File: config.mk
export PLATFORM = sky130hd
export DESIGN_NAME = serial_subtractor_2
export DESIGN_NICKNAME = d
export VERILOG_FILES = /design/src/rtl/serial_subtractor_2.sv
export SDC_FILE = /design/constraint.sdc
export NUM_CORES = 1
export LEC_CHECK = 0
export ABC_AREA = 1
export CAP_MARGIN = 20
export CORE_ASPECT_RATIO = 1.4
export CORE_MARGIN = 2
export CORE_UTILIZATION = 45
export CTS_BUF_LIST = sky130_fd_sc_hd__clkbuf_2
export CTS_CLUSTER_DIAMETER = 200
export DETAILED_ROUTE_END_ITERATION = 10
export GPL_ROUTABILITY_DRIVEN = 1
export GPL_TIMING_DRIVEN = 0
export PLACE_DENSITY = 0.75
export SLEW_MARGIN = 10
export SYNTH_ARGS = -nofsm -noshare
export SYNTH_HDL_FRONTEND = slang
export SYNTH_SLANG_ARGS = --single-unit
File: constraint.sdc
create_clock -name clk -period 4.8 [get_ports clk]
set_clock_uncertainty 0.1 [all_clocks]
set_input_delay 0.96 -clock clk [delete_from_list [all_inputs] [get_ports clk]]
set_output_delay 0.96 -clock clk [all_outputs]
set_load 0.1 [all_outputs]
File: src/rtl/serial_subtractor_2.sv
// Digit-serial unsigned subtractor: one 2-bit digit per clock, LSB digit first.
// Start/done handshake with one subtraction in flight; all outputs are registered.
module serial_subtractor_2 #(
  parameter int WIDTH = 8
) (
  input  logic             clk,
  input  logic             rst,
  input  logic             start,
  input  logic [WIDTH-1:0] a,
  input  logic [WIDTH-1:0] b,
  output logic             busy,
  output logic             done,
  output logic [WIDTH-1:0] diff,
  output logic             borrow
);
  localparam int DIGITS = WIDTH / 2;
  localparam int CW = (DIGITS > 1) ? $clog2(DIGITS) : 1;
  localparam logic [CW-1:0] LAST = CW'(DIGITS - 1);

  typedef enum logic [1:0] {
    IDLE = 2'd0,
    RUN  = 2'd1,
    DONE = 2'd2
  } state_e;

  state_e           state_q, state_d;
  logic [WIDTH-1:0] a_q, a_d, b_q, b_d, res_q, res_d, diff_q, diff_d;
  logic [CW-1:0]    cnt_q, cnt_d;
  logic             bin_q, bin_d, busy_q, busy_d, done_q, done_d, borrow_q, borrow_d;
  logic [2:0]       t;
  logic [WIDTH-1:0] res_shift;
  logic             accept;

  // Next-state, datapath digit step and registered-output decode
  always_comb begin
    t         = {1'b0, a_q[1:0]} - {1'b0, b_q[1:0]} - {2'b00, bin_q};
    res_shift = WIDTH'({t[1:0], res_q} >> 2'd2);
    accept    = start && (state_q != RUN);
    state_d   = state_q;
    a_d       = a_q;
    b_d       = b_q;
    res_d     = res_q;
    cnt_d     = cnt_q;
    bin_d     = bin_q;
    diff_d    = diff_q;
    borrow_d  = borrow_q;
    if (accept) begin
      state_d = RUN;
      a_d     = a;
      b_d     = b;
      res_d   = {WIDTH{1'b0}};
      cnt_d   = {CW{1'b0}};
      bin_d   = 1'b0;
    end else begin
      case (state_q)
        RUN: begin
          a_d   = a_q >> 2'd2;
          b_d   = b_q >> 2'd2;
          res_d = res_shift;
          bin_d = t[2];
          cnt_d = cnt_q + CW'(1);
          // The last digit's borrow-out is the underflow flag of the whole subtraction
          if (cnt_q == LAST) begin
            state_d  = DONE;
            diff_d   = res_shift;
            borrow_d = t[2];
          end else begin
            state_d = RUN;
          end
        end
        IDLE:    state_d = IDLE;
        DONE:    state_d = IDLE;
        default: state_d = IDLE;
      endcase
    end
    busy_d = (state_d == RUN);
    done_d = (state_d == DONE);
  end

  // State and datapath registers with synchronous reset
  always_ff @(posedge clk) begin
    if (rst) begin
      state_q  <= IDLE;
      a_q      <= {WIDTH{1'b0}};
      b_q      <= {WIDTH{1'b0}};
      res_q    <= {WIDTH{1'b0}};
      cnt_q    <= {CW{1'b0}};
      bin_q    <= 1'b0;
      busy_q   <= 1'b0;
      done_q   <= 1'b0;
      diff_q   <= {WIDTH{1'b0}};
      borrow_q <= 1'b0;
    end else begin
      state_q  <= state_d;
      a_q      <= a_d;
      b_q      <= b_d;
      res_q    <= res_d;
      cnt_q    <= cnt_d;
      bin_q    <= bin_d;
      busy_q   <= busy_d;
      done_q   <= done_d;
      diff_q   <= diff_d;
      borrow_q <= borrow_d;
    end
  end

  assign busy   = busy_q;
  assign done   = done_q;
  assign diff   = diff_q;
  assign borrow = borrow_q;
endmodule

# After elaboration in Yosys (flattened, before gate mapping)
# Cells that the tools add are included.
# word_totals
register_bits,40
output_inout_bits,11
wordCells,30
inputBits,19
# op_classes
bitwise_logic,1
reduce_logical,4
eq_ne,5
addsub,3
muxes,7
# ops
operator,n
two-way mux 8 bit,4
two-way mux 2 bit,3
== test 2 x 1 -> 1 bit (second input constant),2
== test 2 bit (second input constant),2
AND reduction 3 bit,1
subtractor 2 x 2 -> 3 bit,1
subtractor 3 x 1 -> 3 bit,1
adder 2 x 1 -> 2 bit (second input constant),1
inequality test 2 x 1 -> 1 bit (second input constant),1
nonzero test 2 bit,1
OR reduction 2 bit,1
logical AND 1 bit,1
inverter 1 bit,1

# Logic depth before layout (Yosys ltp)
# Gate-level depths: netlist of the first run.
# logic_depth
ltp_word,5
ltp_mapped,9

# Worst setup path before layout of the first run
# No wires, ideal clock.
# synth_path
path_type,register -> register
startpoint,register b_q[0]
endpoint,register res_q[7]
path_slack_ns,2.641
setup_ns,0.070
arrival_time_ns,1.989
path_stages_with_launch,9
required_time_ns,4.630
period_less_slack_ns,2.159
path_buffers,0
cell_sequence,dfxtp_1 > inv_1 > fa_1 > inv_1 > ha_1 > or2_2 > fa_1 > nand2_1 > a21oi_1
# synth_between
elab_chain_len,2
# synth_rtl
item,line_no,source
from (decl),27,"logic [WIDTH-1:0] a_q, a_d, b_q, b_d, res_q, res_d, diff_q, diff_d;"
from (signal assigned),85,b_q <= {WIDTH{1'b0}};
subtractor 2 x 2 -> 3 bit,36,"t = {1'b0, a_q[1:0]} - {1'b0, b_q[1:0]} - {2'b00, bin_q};"
subtractor 3 x 1 -> 3 bit,36,
named net t[1],30,logic [2:0] t;
to (signal assigned),86,res_q <= {WIDTH{1'b0}};
to (signal assigned),97,res_q <= res_d;
to (decl),27,
# The timed path passes the listed nets, and every way through them passes these cells.
# A chain may end at the register's enable or synchronous reset.

# Worst setup path in the final report of the first run
# layout_path
startpoint,"register busy_q, in the netlist busy"
endpoint,output port busy
# layout_rtl
item,line_no,source
from (decl),29,"logic bin_q, bin_d, busy_q, busy_d, done_q, done_d, borrow_q, borrow_d;"
from (signal assigned),100,busy_q <= busy_d;
to (decl),11,"output logic busy,"
# No word-level cell between the ends.

==> summary.txt, run 1 <==
Critical path
  • Required time of the critical path: between 3 and 4 ns
  • Levels on crit path: 1
  • Worst-path maximum fanout: 3
  • Reg2reg path depth: 8
  • Setup CP Type: register to primary output
  • Slowest-stage cell, CP: clkdlybuf4s50_1
  • Worst Setup Start Kind: register
  • CP delay by family, top: buffers and inverters
  • Worst setup EP type: primary output
  • Worst path cell trace: clkdlybuf4s50_1
  • Crit path DAT: about 2 ns
  • CP bufs+invs: 1
  • Slowest stage delay, CP: 1.17 ns

Routing
  • Final wirelength: around 3.6 mm
  • Initial drt markers: 35
  • Routed Antenna Nets: 0
  • Via Count: about 1400
  • WL per Instance: 12.3 um
  • Pre-Repair DR Iteration Count: 4
  • Routed vias/inst: between 4 and 5
  • DR DRC count: 0

Cells and area
  • Syn-to-layout area delta: 21.4%
  • Util after Layout: roughly 56%
  • Register Area: 741 um2
  • Share of layout cells above drive strength 1: 14.0%
  • Most common cell after layout, fill and taps aside: nand2_1
  • Final net count: about 270
  • Commonest non-fill, non-tap cells in the layout: 63 x nand2_1, 48 x nand3_1, 37 x dfxtp_1
  • Ant diodes: 0
  • Final Cell Area: between 2000 and 2500 um2
  • Fillers: 365
  • Area of the multi-input gates: roughly 750 um2

Global routing
  • Total grt overflow: 0
  • Largest net degree at the start of global routing: 11
  • Initial antenna violation count: 0
  • Vias in the first global route: around 1500
  • Global-route wire length before repair: 6.39 mm
  • All-Layer GR Usage: between 10% and 20%

Pwr
  • Pwr per Cell Area: between 200 and 300 nW/um2
  • Clock power share: approximately 25%
  • Combinational share of power: roughly 17%
  • Switching share of total power: between 20 and 30%
  • Sw Pwr: 0.000154 W
  • Seq pwr share: 58.4%
  • Pint: approximately 0.00040 W
  • Maximum vdd ir drop: about 170 uV
  • Leakage: roughly 0.98 nW

Run status
  • Status: finished, final reports clean

Clock network
  • Clk_lat worst skew: between 0.3 and 0.4 ns
  • Post-CTS resize count: 0
  • Setup repair bufs after CTS: 0
  • Clock Path Buffers: 2
  • # clock sinks: 37
  • Root Driver: clkbuf_2
  • Worst-path clk slew: approximately 0.17 ns
  • CTS tree: yes
  • TritonCTS buffer count: 5
  • Count of hold buffers inserted by post-cts repair: 0
  • CTS H-tree depth: 2

Placed design
  • Placed inst area: between 2000 and 2500 um2
  • GPL Wtd Cong: between 0.7 and 0.8
  • Port bufs: 27
  • Post-DP HPWL: around 2.6 mm
  • Dpl ws: roughly 2.2 ns

Floorplan
  • Die X: about 56 um
  • Core ar.: 3640 um2
  • I/O pin total: 30
  • # rows: 26
  • Die Y-Extent: around 77 um
  • Die area: 4280 um2
  • Initial Util: around 46%

Timing
  • Final Hold Fails: 0
  • Tcrit/Tclk final: 63.8%
  • Final setup TNS: 0 ns
  • Worst hold slack: between 0.3 and 0.4 ns
  • Max Slew Vio Count: 0
  • RSZ-0062 raised after global routing: no
  • Worst-Margin Slew: 0.976 ns
  • FMAX: around 0.33 GHz
  • Final WS setup: ~1.7 ns
  • Setup violations, final: 0
  • Fin crit period: just over 3 ns
  • Rel. slew slack: a little over a third

Job
  • Max-cap violations: 0

Logic synthesis
  • Synth cell types: 21
  • Mapped Avg Cell Area: 7.88 um2
  • Syn nets: between 200 and 250
  • Ys Warns: 0
  • Yosys reg bits: 37
  • Mapped Area: about 1700 um2
  • Sequential share of the synthesized area: a little over two fifths
  • Cells after synthesis: 215

Min path
  • Hold path cells: 2
  • Worst Hold Class: register to register
[kinds of logic after synthesis]
| kind of cell | Yosys count | share of synthesized area (%) |
|---|---|---|
| AND/OR/NAND/NOR | 125 | 35.0 |
| AO/OA/AOI/OAI | 11 | 3.69 |
| XOR/XNOR | 2 | 1.03 |
| adder cells (fa/ha/maj) | 5 | 4.58 |
| buffers and inverters | 35 | 12.0 |
| flip-flops | 37 | 43.7 |
[through the flow]
stage	total power (W)	instances
2_1_floorplan	0.000394	215
3_3_place_gp	0.000423	284
3_5_place_dp	0.000424	284
4_1_cts	0.000565	292
5_1_grt	0.000590	292
6_report	0.000556	292
[synthesized netlist by cell type]
library cell   n  area (um2)
nand2_1       63         236
nand3_1       48         240
dfxtp_1       37         741
inv_1         19        71.3
a21oi_1        9        45.0
nor2_1         5        18.8
buf_4          4        30.0
buf_6          4        45.0
buf_2          3        15.0
ha_1           3        37.5
inv_2          3        11.3
a21oi_2        2        17.5
buf_8          2        30.0
fa_1           2        40.0
nand2_4        2        22.5
nand3_2        2        20.0
nor2_4         2        22.5
xor2_1         2        17.5
nand2_2        1        6.26
nor2_8         1        20.0
or2_2          1        6.26
[area by class of cell]
| type | instances | area share [%] |
|---|---|---|
| buffer | 13 | 5.84 |
| clock buffer | 8 | 1.95 |
| inverter | 22 | 4.01 |
| multi-input combinational | 143 | 36.5 |
| sequential | 37 | 36.0 |
| tap | 42 | 2.55 |
| timing repair buffer | 27 | 13.1 |
[tightest hold or removal path, cell delays in order (launching register included)]
cell and delay, ns:
dfxtp_1 0.35, nand2_1 0.06, nand2_1 0.04
[final timing paths]
check                                           start               endpoint  slack (ns)
worst max-delay path                  busy$_SDFF_PP0_                   busy        1.74
worst min-delay path            res_q[2]$_SDFFE_PP0P_   diff[0]$_SDFFE_PP0P_        0.37
worst max register to register    b_q[0]$_SDFFE_PP0P_  res_q[7]$_SDFFE_PP0P_        2.50
worst min register to register  res_q[2]$_SDFFE_PP0P_   diff[0]$_SDFFE_PP0P_        0.37
[sequential cells by signal, indices dropped and copies added, names as in the netlist]
register	flops
cnt_q	2
diff	8
done	1
borrow	1
b_q	8
state_q	1
busy	1
a_q	8
res_q	6
bin_q	1
[power by group through the flow]
stage | Combinational, W | Sequential, W | Clock (W)
final | 0.0000924 | 0.000325 | 0.000139
after global routing | 0.000104 | 0.000327 | 0.000159
after CTS | 0.0000934 | 0.000325 | 0.000146
after detailed placement | 0.0000927 | 0.000332 | 0
after global placement | 0.0000915 | 0.000332 | 0
after floorplan | 0.0000592 | 0.000335 | 0
[routing by layer]
| layer | track usage, % | vias up | routed length (um) | part of all wire (%) |
|---|---|---|---|---|
| met5 | 0 | - | 0 | 0 |
| met4 | 9.05 | 0 | 83 | 2.3 |
| met3 | 4.92 | 9 | 218 | 6.1 |
| met2 | 31.8 | 40 | 1750 | 49 |
| met1 | 22.0 | 653 | 1550 | 43 |
| li1 | - | 744 | - | - |
Power figures use the tool's default switching activity.
==> run 2, diff against run 1 <==
==> constraint.sdc (replaced) <==
create_clock -name clk -period 3.1 [get_ports clk]
set_clock_uncertainty 0.1 [all_clocks]
set_input_delay 0.62 -clock clk [delete_from_list [all_inputs] [get_ports clk]]
set_output_delay 0.62 -clock clk [all_outputs]
set_load 0.1 [all_outputs]
==> results of run 2 <==
The final DEF is identical to that of run 1. Status: finished, final reports clean.
Among the figures that moved: setup slack after placement 2.18 ns -> 0.814 ns; setup slack after layout 1.74 ns -> 0.378 ns; register-to-register setup slack 2.50 ns -> 0.80 ns; total power 0.000556 W -> 0.000861 W; worst IR drop on VDD 169 uV -> 261 uV
==> run 3, diff against run 2 <==
--- a/config.mk
+++ b/config.mk
@@ -13,9 +13,10 @@
 export CTS_BUF_LIST = sky130_fd_sc_hd__clkbuf_2
 export CTS_CLUSTER_DIAMETER = 200
 export DETAILED_ROUTE_END_ITERATION = 10
+export DONT_BUFFER_PORTS = 1
 export GPL_ROUTABILITY_DRIVEN = 1
 export GPL_TIMING_DRIVEN = 0
-export PLACE_DENSITY = 0.75
+export PLACE_DENSITY = 0.65
 export SLEW_MARGIN = 10
 export SYNTH_ARGS = -nofsm -noshare
 export SYNTH_HDL_FRONTEND = slang
==> summary.txt, run 3 (synthesized netlist as in run 1, its figures left out) <==
Floorplan
  • # rows: 26 (unchanged)
  • Die Y-Extent: 76.6 um (unchanged)
  • Die X: 55.9 um (unchanged)
  • Core ar.: 3640 um2 (unchanged)
  • Initial Util: 46.5% (unchanged)
  • I/O pin total: 30 (unchanged)
  • Die area: 4280 um2 (unchanged)

Timing
  • Final setup TNS: 0 ns (unchanged)
  • Setup violations, final: 0 (unchanged)
  • FMAX: roughly 0.43 GHz
  • RSZ-0062 raised after global routing: no
  • Tcrit/Tclk final: 74.3%
  • Worst-Margin Slew: 1.08 ns (+0.106 ns)
  • Final Hold Fails: 0 (unchanged)
  • Rel. slew slack: 27.8% (-6.9 points)
  • Max Slew Vio Count: 0 (unchanged)
  • Fin crit period: roughly 2.3 ns

Cells and area
  • Share of layout cells above drive strength 1: 14.8% (+0.80 points)
  • Ant diodes: 0 (unchanged)
  • Final net count: 246 (-9.9%)
  • Most common cell after layout, fill and taps aside: nand2_1
  • Syn-to-layout area delta: 5.32%
  • Commonest non-fill, non-tap cells in the layout: 63 x nand2_1, 48 x nand3_1, 37 x dfxtp_1

Global routing
  • All-Layer GR Usage: 17.3% (-1.6 points)
  • Global-route wire length before repair: 5.80 mm (-9.2%)
  • Total grt overflow: 0 (unchanged)
  • Initial antenna violation count: 0 (unchanged)
  • Largest net degree at the start of global routing: 12 (+1)
  • Vias in the first global route: 1261 (-13%)

Job
  • Max-cap violations: 0 (unchanged)

Pwr
  • Maximum vdd ir drop: ~270 uV
  • Pwr per Cell Area: around 460 nW/um2
  • Power, Total: roughly 0.00083 W
  • Leakage: 0.872 nW (-11%)

Clock network
  • Worst-path clk slew: 0.20 ns (+0.03 ns)
  • Post-CTS resize count: 0 (unchanged)
  • Clk_lat worst skew: 0.40 ns (about the same)
  • TritonCTS buffer count: 5 (unchanged)
  • CTS H-tree depth: 2 (unchanged)
  • Setup repair bufs after CTS: 0 (unchanged)
  • Count of hold buffers inserted by post-cts repair: 0 (unchanged)
  • CTS tree: yes
  • Clock Path Buffers: 2 (unchanged)
  • Root Driver: clkbuf_2
  • # clock sinks: 37 (unchanged)

Critical path
  • RR Endpoint: res_q[7]$_SDFFE_PP0P_
  • CP bufs+invs: 2 (+1)
  • Worst path cell trace: inv_1 -> fa_1 -> inv_1 -> ha_1 -> or2_2 -> fa_1 -> nand2_1 -> a21oi_1
  • Worst setup EP type: register
  • Slowest stage delay, CP: 0.54 ns (-0.63 ns)
  • CP delay by family, top: adder cells
  • Slowest-stage cell, CP: fa_1
  • Reg2reg path depth: 8 (unchanged)
  • R2R Setup Slk: around 0.8 ns
  • R2r startpoint: b_q[0]$_SDFFE_PP0P_
  • Worst-path maximum fanout: 2 (-1)
  • Required time of the critical path: around 3.4 ns
  • Crit path DAT: 2.55 ns (+0.55 ns)
  • Critical path origin: b_q[0]$_SDFFE_PP0P_
  • Setup CP Type: register to register
  • Worst Setup Start Kind: register

Routing
  • Final wirelength: 3.41 mm (-5.4%)
  • Routed Antenna Nets: 0 (unchanged)
  • Pre-Repair DR Iteration Count: 4 (unchanged)
  • Initial drt markers: 61 (+74%)
  • WL per Instance: 12.9 um (+4.3%)
  • Routed vias/inst: 5.03 (+1.5%)
  • DR DRC count: 0 (unchanged)
  • Via Count: 1332 (-7.9%)

Placed design
  • GPL Wtd Cong: 0.808 (+8.8%)
  • Post-DP HPWL: 2.44 mm (-4.5%)
  • Port bufs: 0 (-100%)

Min path
  • Hold path cells: 2 (unchanged)
  • Worst Hold Class: input port to register
  • Hold path start: b[6]
  • Hold path endpoint: b_q[6]$_SDFFE_PP0P_

Run status
  • Status: finished, final reports clean
==> run 3: changes by cell type in the layout (fill, tap and decap cells not counted) <==
cell	before	now
clkdlybuf4s50_1	27	0
clkbuf_2	8	5
clkinv_1	0	2
clkinv_2	0	1
==> run 3: worst max-delay path by stage <==
stage	slack (ns)	depth (start not counted)	endpoint
floorplan	0.94	8	res_q[7]$_SDFFE_PP0P_
global placement	0.85	8	res_q[7]$_SDFFE_PP0P_
detailed placement	0.86	8	res_q[7]$_SDFFE_PP0P_
CTS	0.79	8	res_q[7]$_SDFFE_PP0P_
global route	0.63	8	res_q[7]$_SDFFE_PP0P_
finish	0.80	8	res_q[7]$_SDFFE_PP0P_
==> run 3: power by group <==
part	internal [W]	switching [W]	total, W
Clock	0.0000493	0.000157	0.000206
Sequential	0.000493	0.0000180	0.000511
Combinational	0.0000447	0.0000672	0.000112
Total	0.000587	0.000242	0.000829
==> run 3: layout make-up <==
type                       instances  area [um2]
buffer                            13         120
fill                             376        1860
inverter                          22        82.6
sequential                        37         741
multi-input combinational        143         751
clock inverter                     3        12.5
clock buffer                       5        25.0
tap                               42        52.6
==> run 3: per-stage QoR <==
stage / hold slack (ns) / utilization (%) / setup WS [ns] / cells / cell area (um2)
final: 0.266 / 49.0 / 0.797 / 265 / 1780
after global routing: 0.230 / 49.0 / 0.634 / 265 / 1780
after CTS: 0.247 / 49.0 / 0.793 / 265 / 1780
after detailed placement: 0.334 / 47.9 / 0.855 / 257 / 1750
after global placement: 0.336 / 47.9 / 0.846 / 257 / 1750
after floorplan: 0.319 / - / 0.941 / 215 / 1690
==> run 3: metal layers <==
layer / track usage (%) / vias up / routed length, um
met1: 20.2 / 605 / 1490
met4: 6.90 / 0 / 61
met5: 0 / - / 0
met2: 29.4 / 29 / 1680
li1: - / 691 / -
met3: 5.09 / 7 / 179
